**config.mk**
```make
export PLATFORM = sky130hd
export DESIGN_NAME = game_timer_flat
export DESIGN_NICKNAME = d
export VERILOG_FILES = /design/src/rtl/game_timer_if.sv /design/src/rtl/game_timer.sv /design/src/flat_wrapper.sv
export SDC_FILE = /design/constraint.sdc
export NUM_CORES = 1
export LEC_CHECK = 0
export CORE_ASPECT_RATIO = 0.7
export CORE_MARGIN = 2
export CORE_UTILIZATION = 40
export CTS_CLUSTER_SIZE = 40
export DETAILED_ROUTE_END_ITERATION = 12
export PLACE_DENSITY = 0.61
export SKIP_CTS_REPAIR_TIMING = 1
export SLEW_MARGIN = 25
export SYNTH_ARGS = -nofsm -noshare
export SYNTH_HDL_FRONTEND = slang
export SYNTH_SLANG_ARGS = --single-unit
```
**constraint.sdc**
```tcl
create_clock -name clk -period 15 [get_ports clk]
set_input_delay 2.25 -clock clk [delete_from_list [all_inputs] [get_ports clk]]
set_output_delay 2.25 -clock clk [all_outputs]
set_load 0.02 [all_outputs]
```
**src/rtl/game_timer_if.sv**
```systemverilog
// ---------------------------------------------------------------------------
// game_timer_if : start/pause/bonus controls and BCD digit/status outputs
// Rev 1.0
// ---------------------------------------------------------------------------
`default_nettype none

interface game_timer_if;
  logic       start;
  logic       pause;
  logic       add_time_counter_en;
  logic [3:0] sec_tens;
  logic [3:0] sec_ones;
  logic       tick;
  logic       time_up;
  logic       warn;

  modport master (
    output start, pause, add_time_counter_en,
    input  sec_tens, sec_ones, tick, time_up, warn
  );

  modport slave (
    input  start, pause, add_time_counter_en,
    output sec_tens, sec_ones, tick, time_up, warn
  );
endinterface

`default_nettype wire

```
**src/rtl/game_timer.sv**
```systemverilog
// ---------------------------------------------------------------------------
// game_timer : two-digit BCD countdown clock with edge-triggered hit bonus;
// GAME_TIMER_WARN_EN enables the low-time blink on warn.      Rev 1.0
// ---------------------------------------------------------------------------
`default_nettype none

module game_timer #(
  parameter int TICK_DIV  = 50000000,
  parameter int START_SEC = 30,
  parameter int BONUS_SEC = 2
) (
  input  wire logic    clk,
  input  wire logic    rst,
  game_timer_if.slave  bus
);

  typedef enum logic [1:0] {
    IDLE    = 2'd0,
    RUN     = 2'd1,
    EXPIRED = 2'd2
  } state_t;

  localparam int                   c_presc_w   = $clog2(TICK_DIV);
  localparam logic [c_presc_w-1:0] c_presc_max = c_presc_w'(TICK_DIV - 1);
  localparam logic [c_presc_w-1:0] c_presc_one = c_presc_w'(1);
  localparam logic [7:0]           c_start_bcd = {4'(START_SEC / 10), 4'(START_SEC % 10)};
  localparam logic [3:0]           c_bonus     = 4'(BONUS_SEC);
  localparam logic [3:0]           c_bonus_m1  = 4'(BONUS_SEC - 1);

  state_t               r_state;
  state_t               w_state_n;
  logic [7:0]           r_count;
  logic [7:0]           w_count_n;
  logic [c_presc_w-1:0] r_presc;
  logic [c_presc_w-1:0] w_presc_n;
  logic                 r_en_cur;
  logic                 r_en_prev;
  logic                 r_tick;
  logic                 r_time_up;
  logic                 w_tick;
  logic                 w_bonus;

  // Adds one BCD digit to a two-digit BCD count, clamping at 99.
  function automatic logic [7:0] bcd_add_sat(input logic [7:0] cnt, input logic [3:0] d);
    logic [4:0] ones_sum;
    logic [4:0] tens_sum;
    logic [3:0] ones_new;
    logic       carry;
    ones_sum = {1'b0, cnt[3:0]} + {1'b0, d};
    if (ones_sum > 5'd9) begin
      ones_new = 4'(ones_sum - 5'd10);
      carry    = 1'b1;
    end else begin
      ones_new = ones_sum[3:0];
      carry    = 1'b0;
    end
    tens_sum = {1'b0, cnt[7:4]} + {4'b0000, carry};
    if (tens_sum > 5'd9) bcd_add_sat = 8'h99;
    else                 bcd_add_sat = {tens_sum[3:0], ones_new};
  endfunction

  function automatic logic [7:0] bcd_dec(input logic [7:0] cnt);
    if (cnt[3:0] == 4'd0) bcd_dec = {cnt[7:4] - 4'd1, 4'd9};
    else                  bcd_dec = {cnt[7:4], cnt[3:0] - 4'd1};
  endfunction

  always_ff @(posedge clk) begin
    if (rst) begin
      r_state <= IDLE;
    end else begin
      r_state <= w_state_n;
    end
  end

  // A coincident bonus and tick fold into one BCD add of BONUS_SEC-1.
  always_comb begin
    w_state_n = r_state;
    w_count_n = r_count;
    w_presc_n = r_presc;
    w_tick    = 1'b0;
    w_bonus   = 1'b0;
    if (bus.start) begin
      w_state_n = RUN;
      w_count_n = c_start_bcd;
      w_presc_n = '0;
    end else if (r_state == RUN && !bus.pause) begin
      w_tick    = (r_presc == c_presc_max);
      w_bonus   = r_en_cur && !r_en_prev;
      w_presc_n = w_tick ? '0 : r_presc + c_presc_one;
      if (w_bonus) begin
        w_count_n = bcd_add_sat(r_count, w_tick ? c_bonus_m1 : c_bonus);
      end else if (w_tick) begin
        w_count_n = bcd_dec(r_count);
      end
      if (w_count_n == 8'h00) begin
        w_state_n = EXPIRED;
      end
    end
  end

  always_ff @(posedge clk) begin
    if (rst) begin
      r_count   <= 8'h00;
      r_presc   <= '0;
      r_en_cur  <= 1'b0;
      r_en_prev <= 1'b0;
      r_tick    <= 1'b0;
      r_time_up <= 1'b0;
    end else begin
      r_count   <= w_count_n;
      r_presc   <= w_presc_n;
      r_en_cur  <= bus.add_time_counter_en;
      r_en_prev <= bus.start ? bus.add_time_counter_en : r_en_cur;
      r_tick    <= w_tick;
      r_time_up <= (w_state_n == EXPIRED);
    end
  end

  assign bus.sec_tens = r_count[7:4];
  assign bus.sec_ones = r_count[3:0];
  assign bus.tick     = r_tick;
  assign bus.time_up  = r_time_up;

`ifdef GAME_TIMER_WARN_EN
  localparam logic [c_presc_w-1:0] c_presc_half = c_presc_w'(TICK_DIV / 2);
  logic r_warn;

  // Evaluated on next-state values so the blink lines up with the digits.
  always_ff @(posedge clk) begin
    if (rst) begin
      r_warn <= 1'b0;
    end else begin
      r_warn <= (w_state_n == RUN) && (w_count_n[7:4] == 4'd0) &&
                (w_count_n[3:0] <= 4'd5) && (w_presc_n < c_presc_half);
    end
  end

  assign bus.warn = r_warn;
`else
  assign bus.warn = 1'b0;
`endif

endmodule

`default_nettype wire

```
**src/flat_wrapper.sv**
```systemverilog
// flat-port wrapper written by rule: the top's interface ports become plain ports
module game_timer_flat 
#(
  parameter int TICK_DIV  = 50000000,
  parameter int START_SEC = 30,
  parameter int BONUS_SEC = 2
)
  (clk, rst, bus_start, bus_pause, bus_add_time_counter_en, bus_sec_tens, bus_sec_ones, bus_tick, bus_time_up, bus_warn);
  game_timer_if bus_i ();
  input  wire logic clk;
  input  wire logic rst;
  input wire logic [$bits(bus_i.start)-1:0] bus_start;
  input wire logic [$bits(bus_i.pause)-1:0] bus_pause;
  input wire logic [$bits(bus_i.add_time_counter_en)-1:0] bus_add_time_counter_en;
  output wire logic [$bits(bus_i.sec_tens)-1:0] bus_sec_tens;
  output wire logic [$bits(bus_i.sec_ones)-1:0] bus_sec_ones;
  output wire logic [$bits(bus_i.tick)-1:0] bus_tick;
  output wire logic [$bits(bus_i.time_up)-1:0] bus_time_up;
  output wire logic [$bits(bus_i.warn)-1:0] bus_warn;
  assign bus_i.start = bus_start;
  assign bus_i.pause = bus_pause;
  assign bus_i.add_time_counter_en = bus_add_time_counter_en;
  assign bus_sec_tens = bus_i.sec_tens;
  assign bus_sec_ones = bus_i.sec_ones;
  assign bus_tick = bus_i.tick;
  assign bus_time_up = bus_i.time_up;
  assign bus_warn = bus_i.warn;
  game_timer #(.TICK_DIV(TICK_DIV), .START_SEC(START_SEC), .BONUS_SEC(BONUS_SEC)) u_core (.clk(clk), .rst(rst), .bus(bus_i));
endmodule
```
* Word level (Yosys, flattened, before mapping)
Cells that the tools add are included.
** Storage, ports and cells
- Input bits :: 5
- Logic and storage cells :: 48
- Register bits after elaboration :: 40
** Cells by class
- Order comparisons :: 2
- $add $sub $neg :: 6
- Reductions and logical operators :: 9
- Multiplexer cells :: 19
- Eq/ne operators :: 3
- Bitwise logic cells :: 1
** Operator list (number)
- 8-bit 2-to-1 mux :: 6
- 26-bit by 1-bit adder with 26-bit output (second input constant) :: 1
- 26-bit equality test (second input constant) :: 1
- 26-bit 2-to-1 mux :: 1
- 6-bit 2-to-1 mux :: 2
- 5-bit by 4-bit > comparator with 1-bit output (second input constant) :: 2
- 8-bit zero test :: 1
- 2-bit 2-to-1 mux :: 4
- 4-bit by 1-bit subtractor with 4-bit output (second input constant) :: 2
- 4-bit by 1-bit adder with 5-bit output :: 1
- 4-bit by 2-bit adder with 5-bit output :: 1
- 1-bit 2-to-1 mux :: 5
- 4-bit zero test :: 1
- 4-bit 2-to-1 mux :: 1
- 4-bit subtractor (second input constant) :: 1
- 3-bit OR reduction :: 1
- 2-bit by 1-bit equality test with 1-bit output (second input constant) :: 1
- 2-bit equality test (second input constant) :: 1
- 1-bit logical AND :: 2
- 1-bit zero test :: 2
- 2-bit nonzero test :: 1
- 2-bit OR reduction :: 1
- 1-bit inverter :: 1

* Depth between registers and ports, before layout
Gate-level depths: netlist (run 1).
- Word-level depth :: 19
- Depth in mapped cells :: 22
- Gate-level depth less buffers :: 21

* Worst setup path after synthesis (run 1)
OpenSTA, ideal clock, no wires.
- Kind :: register to register
- Start point :: register u_core.r_presc[10]
- End point :: register u_core.r_state[0]
- Cell stages (with the launch flop) :: 23
- Period minus slack after synthesis :: 5254 ps
- Buffers on the path :: 3
- Setup slack :: 9746 ps
- Data arrival time :: 5139 ps
- Data required time :: 14885 ps
- Cells stage by stage :: dfxtp_1 or4_4 or4_4 buf_6 or3_1 clkbuf_1 inv_1 ha_1 inv_1 fa_1 clkbuf_1 nand2_1 a21oi_1 a311oi_1 ha_1 ha_1 o21ai_0 nand2b_1 a31o_2 o32a_1 a31oi_1 a41oi_1 o21ba_1
** On the way
- Longest elaborated chain between the ends :: 18
- Elaborated cells between the ends (all ways) :: 21
** Ends and longest elaborated chain
- from (decl) :: line game_timer.sv:34 : logic [c_presc_w-1:0] r_presc;
- from (signal assigned) :: line game_timer.sv:111 : r_presc <= w_presc_n;
- 26-bit equality test * :: line game_timer.sv:87 : w_tick = (r_presc == c_presc_max);
- 2-bit 2-to-1 mux :: line game_timer.sv:91 : w_count_n = bcd_add_sat(r_count, w_tick ? c_bonus_m1 : c_bonus);
- 4-bit by 2-bit adder with 5-bit output :: line game_timer.sv:49 : ones_sum = {1'b0, cnt[3:0]} + {1'b0, d};
- 5-bit by 4-bit > comparator with 1-bit output :: line game_timer.sv:50 : if (ones_sum > 5'd9) begin
- 1-bit 2-to-1 mux :: line game_timer.sv:50
- 1-bit 2-to-1 mux :: line game_timer.sv:90 : if (w_bonus) begin
- 1-bit 2-to-1 mux :: line game_timer.sv:86 : end else if (r_state == RUN && !bus.pause) begin
- 1-bit 2-to-1 mux :: line game_timer.sv:82 : if (bus.start) begin
- [... 2 more ...]
- 8-bit 2-to-1 mux :: line game_timer.sv:58 : if (tens_sum > 5'd9) bcd_add_sat = 8'h99;
- 8-bit 2-to-1 mux * :: line game_timer.sv:90
- 8-bit 2-to-1 mux * :: line game_timer.sv:86
- 8-bit 2-to-1 mux * :: line game_timer.sv:82
- 8-bit zero test * :: line game_timer.sv:95 : if (w_count_n == 8'h00) begin
- 2-bit 2-to-1 mux * :: line game_timer.sv:95
- 2-bit 2-to-1 mux * :: line game_timer.sv:86
- 2-bit 2-to-1 mux * :: line game_timer.sv:82
- to (signal assigned) :: line game_timer.sv:71 : r_state <= w_state_n;
- to (decl) :: line game_timer.sv:30 : state_t r_state;
Every way passes the cells marked *; elsewhere a longest branch is shown, timed or not. The select of a mux whose other input is x is not followed.
A chain may end at the register's enable or synchronous reset.

* Worst setup path after layout (run 1)
Same ends and word-level chain as after synthesis.

==> results of run 1 <==
synth_stat cells (3+ instances only):
| library cell | count | area [µm²] |
|---|---|---|
| a211oi_1 | 5 | 37.5 |
| a21oi_1 | 15 | 75.1 |
| and2_1 | 3 | 18.8 |
| and3_1 | 6 | 37.5 |
| clkbuf_1 | 10 | 37.5 |
| dfxtp_1 | 40 | 801 |
| ha_1 | 7 | 87.6 |
| inv_1 | 12 | 45.0 |
| nand2_1 | 24 | 90.1 |
| nand2b_1 | 3 | 18.8 |
| nand3_1 | 12 | 60.1 |
| nand4_1 | 10 | 62.6 |
| nand4b_1 | 3 | 26.3 |
| nor2_1 | 46 | 173 |
| nor2b_1 | 6 | 37.5 |
| nor3_1 | 9 | 45.0 |
| nor4_1 | 3 | 18.8 |
| o211ai_1 | 5 | 37.5 |
| o21ai_0 | 5 | 25.0 |
| or3_1 | 5 | 31.3 |
| xnor2_1 | 9 | 78.8 |
| xor2_1 | 19 | 166 |
cell families after synthesis:
group / share of synthesized area [%]
AOI/OAI and AO/OA: 15.8
xor gates and xnor gates: 10.3
adders and majority gates: 4.50
buffers and inverters: 4.97
DFF: 33.5
muxes: 0.419
other: 0.157
and+or+nand+nor: 30.4
sequential cells by signal (all words and copies together), names as in the netlist:
signal and flops:
u_core.r_presc 26, u_core.r_en_cur 1, u_core.bus.tick 1, u_core.r_en_prev 1
u_core.r_count 8, u_core.bus.time_up 1, u_core.r_state 2
routing by layer:
layer / global-route usage (%) / vias up / part of all wire, %
li1: - / 1093 / -
met1: 29.3 / 950 / 56
met2: 22.6 / 59 / 36
met3: 4.13 / 2 / 7.1
met4: 2.82 / 0 / 0.38
met5: 0 / - / 0
worst max-delay path, stage by stage (launching register included):
cell and delay, ps:
dfxtp_1 340, or4_4 540, or4_4 580, or3_1 450, inv_1 110, ha_1 190, inv_1 70, fa_1 730
nand2_1 160, a21oi_1 160, a311oi_1 70, ha_1 260, ha_1 320, o21ai_0 160, nand2b_1 70, a31o_2 280
a311o_1 310, a31oi_1 230, a41oi_1 150, o21ba_1 180
final cells by class:
type	instances	area, µm²	area share (%)
clock inverter	2	12.5	0.473
multi-input combinational	235	1470	55.6
clock buffer	5	68.8	2.60
inverter	12	45.0	1.70
tap	75	93.8	3.55
timing repair buffer	16	155	5.86
sequential	40	801	30.3
stage by stage:
step                power, W  cells  area [µm²]
finish              0.000199    385        2650
global placement    0.000133    378        2560
CTS                 0.000201    385        2650
floorplan           0.000126    303        2390
detailed placement  0.000133    378        2560
global route        0.000209    385        2650
power breakdown:
part	total [W]	switching, W	leakage [nW]	internal (W)
combinational	0.0000209	0.0000121	0.538	0.00000875
clock	0.0000680	0.0000365	0.0400	0.0000315
sequential	0.000110	0.00000232	0.324	0.000108
how the worst max path moves through the flow:
stage / endpoint / slack (ps) / depth (start not counted)
after floorplan: u_core.r_state[0] / 9750 / 22
after global placement: u_core.r_state[0] / 9700 / 19
after detailed placement: u_core.r_state[0] / 9580 / 19
after CTS: u_core.r_state[0] / 9560 / 19
after global routing: u_core.r_state[0] / 9180 / 19
final: u_core.r_state[0] / 9510 / 19
==> results.sh, run 1 <==
export IMPL_grt_antenna_before_repair=0
export IMPL_worstSetupEndpointType="register"
export IMPL_finalClockSkew_ps=11.9
export IMPL_synthesis_nets=316
export IMPL_r2r_start="u_core.r_presc[10]"
export IMPL_worstPathRequired_ps=15180
export IMPL_postSynthAreaPerCell_um2=7.89
export IMPL_fmax_ghz=0.182
export IMPL_status="finished clean"
export IMPL_drive_gt1_share_pct=4.52
export IMPL_layout_common_cells="46 x nor2_1, 40 x dfxtp_1, 24 x nand2_1"
export IMPL_detail_route_antenna_nets=0
export IMPL_worst_endpoint_arrival_ps=5670
export IMPL_clk_root_buffer_cell="clkbuf_8"
export IMPL_r2r_worst_path_cells=19
export IMPL_synth_edf_count=0
export IMPL_routed_via_density=5.46
export IMPL_initialDrtViolationCount=180
export IMPL_startpoint_class_of_the_critical_path="register"
export IMPL_cts_tree="done"
export IMPL_final_max_slew_violation_count=0
export IMPL_cts_made_buffers=5
export IMPL_worstHoldPathCells=2
export IMPL_mostFrequentLayoutCell="nor2_1"
export IMPL_path_clk_slew_ps=80
export IMPL_max_slew_margin_rel_pct=39.2
export IMPL_avgRoutedWirePerCell_um=13.6
export IMPL_worst_skew_pair_late_latency_ps=290
export IMPL_syn_to_final_growth_pct=10.7
export IMPL_via_count=2104
export IMPL_place_ws_ps=9580
export IMPL_timing_setup_critical_path_class="reg2reg"
export IMPL_global_route_total_usage_across_every_layer_pct=17.7
export IMPL_drt_pass1_iterations=4
export IMPL_ys_warnings_count=0
export IMPL_yosysSeqAreaShare_pct=33.5
export IMPL_cap_viol_max_count=0
export IMPL_htree_num_levels=2
export IMPL_hold_end="u_core.r_state[1]"
export IMPL_ys_ff_latch=40
export IMPL_final_min_clock_period_ps=5490
export IMPL_rsz0062_at_grt="no"
export IMPL_grt_max_degree=26
export IMPL_rr_endpoint="u_core.r_state[0]"
export IMPL_floorplan_core_area_mm2=0.00576
export IMPL_fin_setup_tns_ps=0
export IMPL_first_global_vias=1838
export IMPL_hold_path_class="reg2reg"
export IMPL_residual_drc_count=0
export IMPL_report_final_hold_viol_count=0
export IMPL_hold_path_start="u_core.r_state[1]"
export IMPL_vdd_drop_max_mv=0.0514
export IMPL_core_rowCount=23
export IMPL_power_density_cell_area_mw_per_mm2=75.1
export IMPL_setup_viol=0
export IMPL_final_nets=323
export IMPL_starting_utilization_of_the_core_area_pct=41.5
export IMPL_synth_lib_cells_used_distinct=57
export IMPL_chipHeight_um=68.7
export IMPL_timing_worst_slew_pin_value_ps=910
export IMPL_finalCritPeriodShare_pct=36.6
export IMPL_setup_slack_ps=9510
export IMPL_timing_hold_ws_ps=482
export IMPL_dp_final_hpwl_um=3890
export IMPL_power_static_leakage_nw=0.902
export IMPL_placement_io_buffers=14
export IMPL_worst_r2r_setup_slack_ps=9510
export IMPL_syn_instance_count=303
export IMPL_async_reset_ff_share_pct=0
export IMPL_gpl_final_weighted_congestion=0.908
export IMPL_total_length_of_routed_wires_um=5220
export IMPL_n_fill_cell=573
export IMPL_finish_utilization_pct=46.0
export IMPL_clockBufferDepth=2
export IMPL_antenna_cells_inserted=0
export IMPL_worstSetupStartpoint="u_core.r_presc[10]"
export IMPL_grt_first_pass_wirelength_um=9030
export IMPL_die_w_um=96.4
export IMPL_ioPinCount=16
export IMPL_die_area_mm2=0.00662
export IMPL_synthesis_area_mm2=0.00239
export IMPL_synthFlopType="dfxtp_1"
export IMPL_max_fanout_on_critical_path=12
export IMPL_grt_overflow_total=0
export IMPL_cts_num_sinks=40
No activity file was read; power rests on OpenSTA's default activity.
==> run 2: changes to the inputs <==
PLACE_DENSITY = 0.63   (was 0.61)
clock period = 4.4 ns   (was 15 ns; I/O delays follow)
==> run 2 against run 1 <==
Against the previous run:
- the flow now finishes with violations (setup timing)
- non-clock buffer count up 40
- largest power group unchanged
- first-iteration DRC count is 40% higher
- design area up 16%
- clock power increased to 3.4 times the previous value
- die area unchanged
- sequential power increased to 3.4 times the previous value
- combinational power rose to 4.3 times the previous value
- largest cell class unchanged
- clock-buffer cell count rose by 1
- global-route usage rose by 1.5 points
- highest routed layer unchanged
- sequential share of layout area down 4.1 points
==> results.sh, run 2 (synthesized netlist as in run 1, its figures left out) <==
export IMPL_cts_num_sinks=40
export IMPL_core_rowCount=23
export IMPL_grt_max_degree=26
export IMPL_hold_path_class="reg2reg"
export IMPL_worstSetupEndpointType="register"
export IMPL_cts_tree="done"
export IMPL_rsz0062_at_grt="yes"
export IMPL_detail_route_antenna_nets=0
export IMPL_floorplan_core_area_mm2=0.00576
export IMPL_drt_pass1_iterations=5
export IMPL_max_slew_margin_rel_pct=37.7
export IMPL_grt_first_pass_wirelength_um=9750
export IMPL_chipHeight_um=68.7
export IMPL_worstPathRequired_ps=4590
export IMPL_grt_overflow_total=0
export IMPL_vdd_drop_max_mv=0.139
export IMPL_drive_gt1_share_pct=20.6
export IMPL_report_final_hold_viol_count=0
export IMPL_timing_worst_slew_pin_value_ps=932
export IMPL_cap_viol_max_count=0
export IMPL_finalClockSkew_ps=2.76
export IMPL_starting_utilization_of_the_core_area_pct=41.5
export IMPL_final_nets=363
export IMPL_global_route_total_usage_across_every_layer_pct=19.2
export IMPL_design_power_total_w=0.000693
export IMPL_timing_setup_critical_path_class="reg2reg"
export IMPL_finalCritPeriodShare_pct=109
export IMPL_master_of_the_slowest_instance_on_the_critical_path="or4_4"
export IMPL_mostFrequentLayoutCell="nor2_1"
export IMPL_startpoint_class_of_the_critical_path="register"
export IMPL_fmax_ghz=0.208
export IMPL_cts_made_buffers=5
export IMPL_largest_reg_flops=26
export IMPL_critical_path_top_delay_family="compound AO/OA/AOI/OAI gates"
export IMPL_power_static_leakage_nw=1.11
export IMPL_dp_final_hpwl_um=4340
export IMPL_critPathBufInv=2
export IMPL_die_w_um=96.4
export IMPL_failed_checks="setup timing"
export IMPL_status="finished with violations"
export IMPL_residual_drc_count=0
export IMPL_max_fanout_on_critical_path=5
export IMPL_clockBufferDepth=2
export IMPL_avgRoutedWirePerCell_um=13.9
export IMPL_place_detailed_instances=415
export IMPL_grt_antenna_before_repair=0
export IMPL_via_count=2322
export IMPL_register_with_the_most_flip_flops="u_core.r_presc"
export IMPL_final_max_slew_violation_count=0
export IMPL_slowest_delay_ps=530
export IMPL_layout_common_cells="46 x nor2_1, 41 x buf_4, 39 x dfxtp_1"
export IMPL_worst_skew_pair_late_latency_ps=290
export IMPL_worstPathCellList="or4_4 -> or4_4 -> or3_4 -> inv_4 -> ha_4 -> inv_2 -> fa_2 -> nand2_2 -> a21oi_1 -> a311oi_2 -> ha_2 -> ha_4 -> o21ai_1 -> nand2b_1 -> a31o_4 -> o32a_1 -> a31oi_1 -> a41oi_1 -> o21ba_1"
export IMPL_total_length_of_routed_wires_um=5890
export IMPL_placement_io_buffers=14
export IMPL_finish_utilization_pct=53.3
export IMPL_layoutNonFillerInstCount=425
export IMPL_setup_slack_ps=-397
export IMPL_die_area_mm2=0.00662
export IMPL_initialDrtViolationCount=252
export IMPL_ioPinCount=16
export IMPL_worst_endpoint_arrival_ps=4980
export IMPL_largest_registers="u_core.r_presc: 26 flops, u_core.r_count: 8 flops, u_core.r_state: 2 flops"
export IMPL_clk_root_buffer_cell="clkbuf_8"
export IMPL_first_global_vias=1999
export IMPL_path_clk_slew_ps=70
export IMPL_syn_to_final_growth_pct=28.3
export IMPL_n_fill_cell=565
export IMPL_setup_viol=8
export IMPL_power_density_cell_area_mw_per_mm2=226
export IMPL_fin_setup_tns_ps=-1620
export IMPL_final_min_clock_period_ps=4800
export IMPL_routed_via_density=5.46
export IMPL_antenna_cells_inserted=0
export IMPL_htree_num_levels=2
export IMPL_gpl_final_weighted_congestion=0.953
## run 2: changes by cell type in the layout (fill, tap and decap cells not counted), sizes merged
cell      delta
clkinvlp     -1
clkbuf       +1
buf         +40
## run 2: worst min-delay path: cells and delay by family (launching register included)
| family | cells | cell delay [ps] |
|---|---|---|
| AOI/OAI and AO/OA | 1 | 50 |
| buffers and inverters | 1 | 50 |
| DFF | 1 | 330 |
## run 2: layout make-up
class	count	area (µm²)	share of cell area, %
Clock buffer	6	72.6	2.37
Clock inverter	1	5.00	0.163
Inverter	12	47.5	1.55
Multi-Input combinational cell	235	1590	51.7
Sequential cell	40	802	26.2
Tap cell	75	93.8	3.06
Timing Repair Buffer	56	459	15.0
## run 2: through the flow
stage	setup WS, ps	hold slack [ps]	instance area, µm²
floorplan	-599	453	2440
global placement	-365	467	2880
detailed placement	-500	469	2880
CTS	-506	481	2960
global route	-538	507	3070
finish	-397	481	3070
## run 2: power by group
group | total [W] | internal (W) | switching [W]
logic | 0.0000897 | 0.0000419 | 0.0000478
clock network | 0.000228 | 0.000108 | 0.000121
registers | 0.000375 | 0.000367 | 0.00000851
## run 2: final timing paths
path                       from                end  slack (ps)  cells after the start
max          u_core.r_presc[10]  u_core.r_state[0]        -400                     19
min           u_core.r_state[1]  u_core.r_state[1]         480                      2
max reg2reg  u_core.r_presc[10]  u_core.r_state[0]        -400                     19
min reg2reg   u_core.r_state[1]  u_core.r_state[1]         480                      2
## run 2: routing by layer
| layer | GRT usage [%] | vias up | part of all wire (%) |
|---|---|---|---|
| met5 | 0 | - | 0 |
| met4 | 4.93 | 0 | 0.78 |
| met3 | 3.37 | 4 | 6.0 |
| met2 | 25.4 | 64 | 39 |
| met1 | 31.0 | 1088 | 54 |
| li1 | - | 1166 | - |
==> run 3: changes to the inputs <==
SKIP_CTS_REPAIR_TIMING = unset   (was 1)
SLEW_MARGIN = unset   (was 25)
==> run 3 against run 2 <==
Against the previous run:
- the run still ends with setup timing left
- via count fell by 0.56%
- clock power barely moved
- sequential power about the same
- power increased by 0.16%
- wire length rose by 1.9%
- sequential share of layout area barely moved
- critical endpoint unchanged
- largest cell class unchanged
- largest power group unchanged
- highest routed layer unchanged
==> results.sh, run 3 (synthesized netlist as in run 1, its figures left out) <==
export IMPL_status="finished with violations"
export IMPL_failed_checks="setup timing"
export IMPL_rr_endpoint="u_core.r_state[0]"
export IMPL_avgRoutedWirePerCell_um=14.1
export IMPL_power_static_leakage_nw=1.11
export IMPL_worst_r2r_setup_slack_ps=-390
export IMPL_cts_made_buffers=5
export IMPL_timing_worst_slew_pin_value_ps=976
export IMPL_max_slew_margin_rel_pct=34.8
export IMPL_fmax_ghz=0.209
export IMPL_gpl_final_weighted_congestion=0.953
export IMPL_starting_utilization_of_the_core_area_pct=41.5
export IMPL_floorplan_core_area_mm2=0.00576
export IMPL_cts_hold_buffers_added=0
export IMPL_place_ws_ps=-500
export IMPL_mostFrequentLayoutCell="nor2_1"
export IMPL_post_detailed_placement_cell_area_mm2=0.00288
export IMPL_final_min_clock_period_ps=4790
export IMPL_final_nets=363
export IMPL_detail_route_antenna_nets=0
export IMPL_slowest_delay_ps=530
export IMPL_die_area_mm2=0.00662
export IMPL_cts_num_sinks=40
export IMPL_max_fanout_on_critical_path=5
export IMPL_highest_signal_layer="met4"
export IMPL_design_power_total_w=0.000694
export IMPL_worst_skew_pair_late_latency_ps=290
export IMPL_vdd_drop_max_mv=0.139
export IMPL_drive_gt1_share_pct=21.4
export IMPL_r2r_worst_path_cells=19
export IMPL_multi_input_comb_area_mm2=0.00159
export IMPL_timing_setup_critical_path_class="reg2reg"
export IMPL_grt_antenna_before_repair=0
export IMPL_hold_path_class="reg2reg"
export IMPL_final_max_slew_violation_count=0
export IMPL_cap_viol_max_count=0
export IMPL_chipHeight_um=68.7
export IMPL_worstPathCellList="or4_4 -> or4_4 -> or3_4 -> inv_4 -> ha_4 -> inv_2 -> fa_2 -> a21oi_2 -> nor2_1 -> a311oi_2 -> ha_2 -> ha_4 -> nor2b_1 -> o21bai_1 -> a31o_4 -> a311o_1 -> a31oi_1 -> a41oi_1 -> o21ba_1"
export IMPL_critPathBufInv=2
export IMPL_startpoint_class_of_the_critical_path="register"
export IMPL_htree_num_levels=2
export IMPL_initialDrtViolationCount=193
export IMPL_worstPathRequired_ps=4590
export IMPL_power_density_cell_area_mw_per_mm2=226
export IMPL_grt_first_pass_wirelength_um=10100
export IMPL_hold_path_start="u_core.r_state[1]"
export IMPL_core_rowCount=23
export IMPL_via_count=2309
export IMPL_drt_pass1_iterations=5
export IMPL_dp_final_hpwl_um=4340
export IMPL_ioPinCount=16
export IMPL_worst_endpoint_arrival_ps=4980
export IMPL_finalCritPeriodShare_pct=109
export IMPL_met2RoutedLength_um=2360
export IMPL_first_global_vias=2064
export IMPL_dr_wl_met3_um=337
export IMPL_timing_hold_ws_ps=481
export IMPL_grt_max_degree=26
export IMPL_worstSetupEndpointType="register"
export IMPL_wl_met1_um=3250
export IMPL_residual_drc_count=0
export IMPL_largest_registers="u_core.r_presc: 26 flops, u_core.r_count: 8 flops, u_core.r_state: 2 flops"
export IMPL_regArea_um2=802
export IMPL_die_w_um=96.4
export IMPL_placement_io_buffers=14
export IMPL_clk_root_buffer_cell="clkbuf_8"
export IMPL_clockBufferDepth=2
export IMPL_total_length_of_routed_wires_um=6000
export IMPL_critical_path_top_delay_family="compound AO/OA/AOI/OAI gates"
export IMPL_r2r_start="u_core.r_presc[10]"
export IMPL_finalClockSkew_ps=2.43
export IMPL_setup_slack_ps=-391
export IMPL_hold_end="u_core.r_state[1]"
export IMPL_register_with_the_most_flip_flops="u_core.r_presc"
export IMPL_report_final_hold_viol_count=0
export IMPL_global_route_total_usage_across_every_layer_pct=19.9
export IMPL_syn_to_final_growth_pct=28.4
export IMPL_rsz0062_at_grt="yes"
export IMPL_n_fill_cell=567
export IMPL_routed_via_density=5.43
export IMPL_stdcell_area_mm2=0.00307
export IMPL_master_of_the_slowest_instance_on_the_critical_path="or4_4"
export IMPL_grt_overflow_total=0
export IMPL_path_clk_slew_ps=70
export IMPL_largest_reg_flops=26
export IMPL_worstHoldPathCells=2
export IMPL_setup_viol=8
export IMPL_cts_tree="done"
export IMPL_antenna_cells_inserted=0
export IMPL_layout_common_cells="46 x nor2_1, 41 x buf_4, 39 x dfxtp_1"
[run 3: cell counts in the layout (fill, tap and decap cells not counted)]
Identical to the previous run, type by type.
[run 3: layout make-up]
cell class,count,share of cell area [%]
Clock inverter,1,0.163
Multi-Input combinational cell,235,51.8
Sequential cell,40,26.1
Timing Repair Buffer,56,15.0
Inverter,12,1.55
Tap cell,75,3.06
Clock buffer,6,2.37
[run 3: how the worst max path moves through the flow]
stage | cells past startpoint | slack [ps] | from | end
2_1_floorplan | 22 | -600 | u_core.r_presc[10] | u_core.r_state[0]
3_3_place_gp | 19 | -370 | u_core.r_presc[10] | u_core.r_state[0]
3_5_place_dp | 19 | -500 | u_core.r_presc[10] | u_core.r_state[0]
4_1_cts | 19 | -360 | u_core.r_presc[10] | u_core.r_state[0]
5_1_grt | 19 | -550 | u_core.r_presc[10] | u_core.r_state[0]
6_report | 19 | -390 | u_core.r_presc[10] | u_core.r_state[0]
[run 3: worst min-delay path: stages, from the launching register on]
cell and delay, ps:
dfxtp_1 330, inv_1 50, a21oi_1 50
[run 3: report_power, final]
part | switching [W] | internal (W)
Clock | 0.000121 | 0.000108
Sequential | 0.00000867 | 0.000367
Combinational | 0.0000480 | 0.0000420
[run 3: stage by stage]
stage / cells / setup TNS [ps] / util, %
3_5_place_dp: 415 / -2960 / 50.1
6_report: 425 / -1820 / 53.3
3_3_place_gp: 415 / -1900 / 50.1
2_1_floorplan: 303 / -3190 / -
5_1_grt: 425 / -3570 / 53.3
4_1_cts: 425 / -1640 / 53.0
[run 3: what timing repair did]
item | CTS | global route
buffers inserted | 3 | 0
resized for setup | 13 | 4
endpoints found under the hold margin | 0 | 0
pin swaps | 14 | 10
setup endpoints to repair | 10 | 11
[run 3: per-layer routing]
| layer | GRT usage, % | up-vias |
|---|---|---|
| met4 | 4.93 | 0 |
| met2 | 27.3 | 64 |
| li1 | - | 1172 |
| met5 | 0 | - |
| met1 | 31.2 | 1065 |
| met3 | 3.91 | 8 |
